<file path="src/rtl/mem_bus_pkg.sv">
// Shared types for the simple req/resp memory bus and its burst master.
package mem_bus_pkg;

    localparam logic FUNC_RD = 1'b0;
    localparam logic FUNC_WR = 1'b1;

    // One single-beat bus request as presented on out_req_bits_*.
    typedef struct packed {
        logic [31:0] addr;
        logic [31:0] data;
        logic        func;
        logic [3:0]  wstrb;
        logic        is_aligned;
        logic        is_cached;
    } mem_req_t;

    typedef enum logic [1:0] {
        ST_IDLE,
        ST_LOAD,
        ST_REQ,
        ST_RESP
    } master_state_t;

endpackage

</file>
<file path="src/rtl/mem_master_timer.sv">
// Per-beat watchdog for mem_burst_master: cleared by load, counts while run,
// saturates at LIMIT-1 and flags expired on every running cycle at that count.
module mem_master_timer #(
    parameter int LIMIT = 1024
) (
    input  logic clock,
    input  logic reset,
    input  logic load,
    input  logic run,
    output logic expired
);

    localparam int               CNT_W = $clog2(LIMIT + 1);
    localparam logic [CNT_W-1:0] LAST  = CNT_W'(LIMIT - 1);

    logic [CNT_W-1:0] cnt;

    // Count running cycles since the last load; hold at LAST so expiry stays asserted.
    always_ff @(posedge clock) begin
        if (!reset)
            cnt <= '0;
        else if (load)
            cnt <= '0;
        else if (run && cnt != LAST)
            cnt <= cnt + 1'b1;
    end

    assign expired = run && (cnt == LAST);

endmodule

</file>
<file path="src/rtl/mem_burst_master.sv">
// Burst master: expands one command into sequential single-beat bus requests.
// Optional per-beat timeout is built when MEM_MASTER_TIMEOUT_EN is defined.
module mem_burst_master
    import mem_bus_pkg::*;
#(
    parameter int   LEN_W          = 8,
    parameter logic CACHED         = 1'b0,
    parameter int   TIMEOUT_CYCLES = 1024
) (
    input  logic             clock,
    input  logic             reset,
    input  logic             cmd_valid,
    output logic             cmd_ready,
    input  logic [31:0]      cmd_addr,
    input  logic [LEN_W-1:0] cmd_len,
    input  logic             cmd_func,
    input  logic [3:0]       cmd_wstrb,
    input  logic             wdata_valid,
    output logic             wdata_ready,
    input  logic [31:0]      wdata,
    output logic             rdata_valid,
    input  logic             rdata_ready,
    output logic [31:0]      rdata,
    output logic             done,
    output logic             done_err,
    output logic             out_req_valid,
    input  logic             out_req_ready,
    output logic             out_req_bits_is_aligned,
    output logic             out_req_bits_is_cached,
    output logic [31:0]      out_req_bits_addr,
    output logic [31:0]      out_req_bits_data,
    output logic             out_req_bits_func,
    output logic [3:0]       out_req_bits_wstrb,
    input  logic             out_resp_valid,
    output logic             out_resp_ready,
    input  logic [31:0]      out_resp_bits_data
);

    master_state_t    state;
    mem_req_t         req;
    logic [LEN_W-1:0] beats_left;
    logic             resp_hs;
    logic             timeout_hit;
    logic             idle_drain;

`ifdef MEM_MASTER_TIMEOUT_EN
    logic enter_req;

    // Every path into REQ restarts the per-beat wait budget.
    assign enter_req = (state == ST_IDLE && cmd_valid && cmd_func == FUNC_RD) ||
                       (state == ST_LOAD && wdata_valid) ||
                       (state == ST_RESP && resp_hs && beats_left != '0 && req.func == FUNC_RD);

    mem_master_timer #(.LIMIT(TIMEOUT_CYCLES)) u_timer (
        .clock   (clock),
        .reset   (reset),
        .load    (enter_req),
        .run     (state == ST_REQ || state == ST_RESP),
        .expired (timeout_hit)
    );

    // A response arriving after an abort is swallowed while idle.
    assign idle_drain = 1'b1;
`else
    assign timeout_hit = 1'b0;
    assign idle_drain  = 1'b0;
`endif

    assign resp_hs = (state == ST_RESP) && out_resp_valid && out_resp_ready;

    // Burst sequencing: latch the command, walk beats, pulse done on the way back to IDLE.
    always_ff @(posedge clock) begin
        if (!reset) begin
            state      <= ST_IDLE;
            req        <= '0;
            beats_left <= '0;
            done       <= 1'b0;
            done_err   <= 1'b0;
        end else begin
            done     <= 1'b0;
            done_err <= 1'b0;
            case (state)
                ST_IDLE: begin
                    if (cmd_valid) begin
                        req.addr       <= cmd_addr;
                        req.func       <= cmd_func;
                        req.wstrb      <= (cmd_func == FUNC_WR) ? cmd_wstrb : 4'h0;
                        req.is_aligned <= (cmd_addr[1:0] == 2'b00);
                        req.is_cached  <= CACHED;
                        beats_left     <= cmd_len;
                        state          <= (cmd_func == FUNC_WR) ? ST_LOAD : ST_REQ;
                    end
                end
                ST_LOAD: begin
                    if (wdata_valid) begin
                        req.data <= wdata;
                        state    <= ST_REQ;
                    end
                end
                ST_REQ: begin
                    if (out_req_ready) begin
                        state <= ST_RESP;
                    end else if (timeout_hit) begin
                        state    <= ST_IDLE;
                        done     <= 1'b1;
                        done_err <= 1'b1;
                    end
                end
                ST_RESP: begin
                    if (resp_hs) begin
                        if (beats_left == '0) begin
                            state <= ST_IDLE;
                            done  <= 1'b1;
                        end else begin
                            req.addr   <= req.addr + 32'd4;
                            beats_left <= beats_left - 1'b1;
                            state      <= (req.func == FUNC_WR) ? ST_LOAD : ST_REQ;
                        end
                    end else if (timeout_hit) begin
                        state    <= ST_IDLE;
                        done     <= 1'b1;
                        done_err <= 1'b1;
                    end
                end
                default: state <= ST_IDLE;
            endcase
        end
    end

    assign cmd_ready               = (state == ST_IDLE);
    assign wdata_ready             = (state == ST_LOAD);
    assign out_req_valid           = (state == ST_REQ);
    assign out_req_bits_addr       = req.addr;
    assign out_req_bits_data       = req.data;
    assign out_req_bits_func       = req.func;
    assign out_req_bits_wstrb      = req.wstrb;
    assign out_req_bits_is_aligned = req.is_aligned;
    assign out_req_bits_is_cached  = req.is_cached;

    // Read responses pass straight through to the rdata stream with no added latency.
    assign rdata          = out_resp_bits_data;
    assign rdata_valid    = (state == ST_RESP) && (req.func == FUNC_RD) && out_resp_valid;
    assign out_resp_ready = (state == ST_RESP) ? ((req.func == FUNC_RD) ? rdata_ready : 1'b1)
                                               : ((state == ST_IDLE) && idle_drain);

endmodule
</file>
<file path="config.mk">
export PLATFORM = sky130hd
export DESIGN_NAME = mem_burst_master
export DESIGN_NICKNAME = d
export VERILOG_FILES = /design/src/rtl/mem_bus_pkg.sv /design/src/rtl/mem_master_timer.sv /design/src/rtl/mem_burst_master.sv
export SDC_FILE = /design/constraint.sdc
export NUM_CORES = 1
export LEC_CHECK = 0
export CORE_MARGIN = 2
export CORE_UTILIZATION = 35
export CTS_CLUSTER_SIZE = 16
export DETAILED_ROUTE_END_ITERATION = 16
export DONT_BUFFER_PORTS = 1
export PLACE_DENSITY_LB_ADDON = 0.25
export SYNTH_ARGS = -nofsm -noshare
export SYNTH_HDL_FRONTEND = slang
export SYNTH_HIERARCHICAL = 1
export SYNTH_SLANG_ARGS = --single-unit
</file>
<file path="constraint.sdc">
create_clock -name clock -period 2.94 [get_ports clock]
set_clock_uncertainty 0.2 [all_clocks]
set_input_delay 0.294 -clock clock [delete_from_list [all_inputs] [get_ports clock]]
set_output_delay 0.294 -clock clock [all_outputs]
set_load 0.01 [all_outputs]
</file>
==> impl_metrics.toml <==
[worst_setup_path]
path_class = "reg -> reg"
cpPeakStageDelay_ns = 0.59
slowest_stage = "o21ai_2"
cp.arrival_ns = 2.57
worstPathRequired_ns = 3.00
critPathLaunchType = "flip-flop"
worst-path-max-fanout = 15
path_cells = "inv_1, ha_1, nor3b_1, and2_1, o21ai_2, nand2_1, o221ai_1"
worstSetupEndpointType = "flip-flop"

[global_routing]
met1_usage_pct = 23.3
overflow = 0
grtUsageTotal_pct = 20.3
met2_usage_pct = 33.8
busiest_layer = "met2"
grt_max_degree = 65
grt_pass1_wl_um = 21100
grt.met3_usage_pct = 7.58
antenna_found_initial = 0
grt_pass1_vias = 4173

[flow_run]
cap_violations = 0

[layout]
final_area_um2 = 5130
nFillCells = 1181
layout_common_cells = "nand2_1 (121), dfxtp_1 (81), a21oi_1 (74)"
n_antenna_cell = 0
seqCellArea_um2 = 1620
multi_input_area_um2 = 2270
final_util_pct = 42.5
drive_above_1_share_pct = 8.14
final_cells = 758
areaGrowthSynthToFinish_pct = 17.6
layout_commonest_cell = "nand2_1"
nets = 703

[floorplanning]
io_pins = 226
rows = 40
core_um2 = 12100
die_height_um = 116
die_area_um2 = 13400
start_util_pct = 36.1
die-width_um = 116

[placed_design]
io_buffers = 0
gp_congestion = 0.851
place_inst = 684
dp_hpwl_um = 9260
place_area_um2 = 4220

[sta]
finalMaxSlewViolations = 0
timing.setup.tns_ns = 0
slew_headroom_pct = 30.7
rsz0062_at_grt = "no"
hold_viol = 0
setup_viol = 0
worst_pin_slew_ns = 1.04
whs_ns = 0.0155
period_minus_slack_ns = 2.51
fin_crit_sh_pct = 85.3
max_freq_mhz = 399

[drt]
vias = 4237
drtIter0Drc = 352
wl_per_cell_um = 18.3
wl_um = 13900
first_pass_iters = 5
drc = 0
via_per_inst = 5.59
ant_nets = 0

[clock_network]
cts_made_buffers = 9
path_clk_slew_ns = 0.06
cts_resized = 0
insertion_delay_ns = 0.34
root_buffer = "clkbuf_16"
htreeDepth = 3
cts_buffer_depth = 2
cts_tree = "built"
cts_sinks = 81

[synthesis]
synth_cell_types = 66
yosysWarnings = 6
yosysSeqAreaShare_pct = 37.2
synth_edf_count = 0
synth_seq_cells = 81
syn_area_per_cell_um2 = 7.57
synth-main-ff-cell = "dfxtp_1"
synthesis.area_um2 = 4360
syn_inst = 576
synthArstFlopShare_pct = 0

[pwr]
max-vdd-ir-drop_mv = 0.330
power.density_nw_per_um2 = 579
p_leak_uw = 0.00183

[min_path]
hp-class = "in -> reg"

[outcome]
outcome = "finished, final reports clean"
[path summary, 6_finish.rpt]
check,startpoint,end,slack [ns],cells after the start
worst max-delay path,beats_left[0],out_req_bits_addr[20],0.43,7
worst min-delay path,cmd_len[2],beats_left[2],0.02,3
worst max register to register,beats_left[0],out_req_bits_addr[20],0.43,7
worst min register to register,beats_left[1],beats_left[1],0.29,2
[state kept, by name, indices dropped and copies added, names as in the netlist]
| register | count |
|---|---|
| out_req_bits_wstrb | 4 |
| beats_left | 8 |
| out_req_bits_func | 1 |
| done | 1 |
| out_req_bits_data | 32 |
| out_req_bits_addr | 32 |
| state | 2 |
| out_req_bits_is_aligned | 1 |
[cell type report]
cell class,count,share of cell area [%]
Sequential cell,81,31.6
Timing Repair Buffer,69,13.2
Clock buffer,11,4.74
Clock inverter,5,1.54
Multi-Input combinational cell,417,44.3
Tap cell,168,4.10
Inverter,7,0.513
[per-layer routing]
| metal | vias up | part of all wire, % | wire [um] |
|---|---|---|---|
| li1 | 2016 | - | - |
| met1 | 1977 | 40 | 5540 |
| met2 | 222 | 47 | 6570 |
| met3 | 22 | 10 | 1430 |
| met4 | 0 | 2.4 | 334 |
| met5 | - | 0 | 0 |
[repair_timing]
item | in CTS | in global routing
hold buffers | 58 | 0
setup buffers | 0 | 0
endpoints found under the hold margin | 70 | 0
[report_power, final]
| group | leakage, uW | total [uW] | internal, uW | switching (uW) |
|---|---|---|---|---|
| sequential | 0.000662 | 1310 | 1170 | 136 |
| combinational | 0.00101 | 421 | 185 | 235 |
| clock | 0.000159 | 1240 | 766 | 470 |
[kinds of logic after synthesis]
kind of cell	Yosys count	share of synthesized area (%)
muxes	4	0.976
AOI/OAI and AO/OA	162	23.0
other	1	0.0860
adders and majority gates	2	0.574
and+or+nand+nor	247	27.2
DFF	81	37.2
buffers and inverters	79	10.9
[critical path: cells and delay by family, from the launching register on]
family                     cells  cell delay (ns)
AOI/OAI and AO/OA              2             0.86
adders and majority gates      1             0.22
DFF                            1             0.33
buffers and inverters          1             0.07
and+or+nand+nor                3             0.75
[cell usage after synthesis, types with 3 or more instances]
cell type	count	area, um^2
nand3_1	17	85.1
buf_2	6	30.0
o31ai_1	3	22.5
o211ai_1	4	30.0
a21o_1	4	30.0
a21oi_1	74	370
o221a_2	3	33.8
buf_4	34	255
nor3_1	14	70.1
o21ai_0	16	80.1
nand2_1	122	458
nand4_1	14	87.6
and2_1	5	31.3
dfxtp_1	81	1620
nor2_1	46	173
a22o_1	3	26.3
inv_1	6	22.5
clkbuf_1	27	101
a211oi_1	4	30.0
nor4_4	4	85.1
o31a_1	3	26.3
and3_1	3	18.8
clkbuf_8	3	41.3
o21ai_1	7	35.0
o22ai_1	8	50.1
a31oi_1	11	68.8
o21a_1	3	22.5
[stage by stage]
| step | setup WS (ns) | total power [uW] |
|---|---|---|
| after floorplan | 0.757 | 1630 |
| after global placement | 0.475 | 1670 |
| after detailed placement | 0.447 | 1680 |
| after CTS | 0.404 | 2980 |
| after global routing | 0.230 | 3090 |
| final | 0.431 | 2970 |
Power figures use the tool's default switching activity.
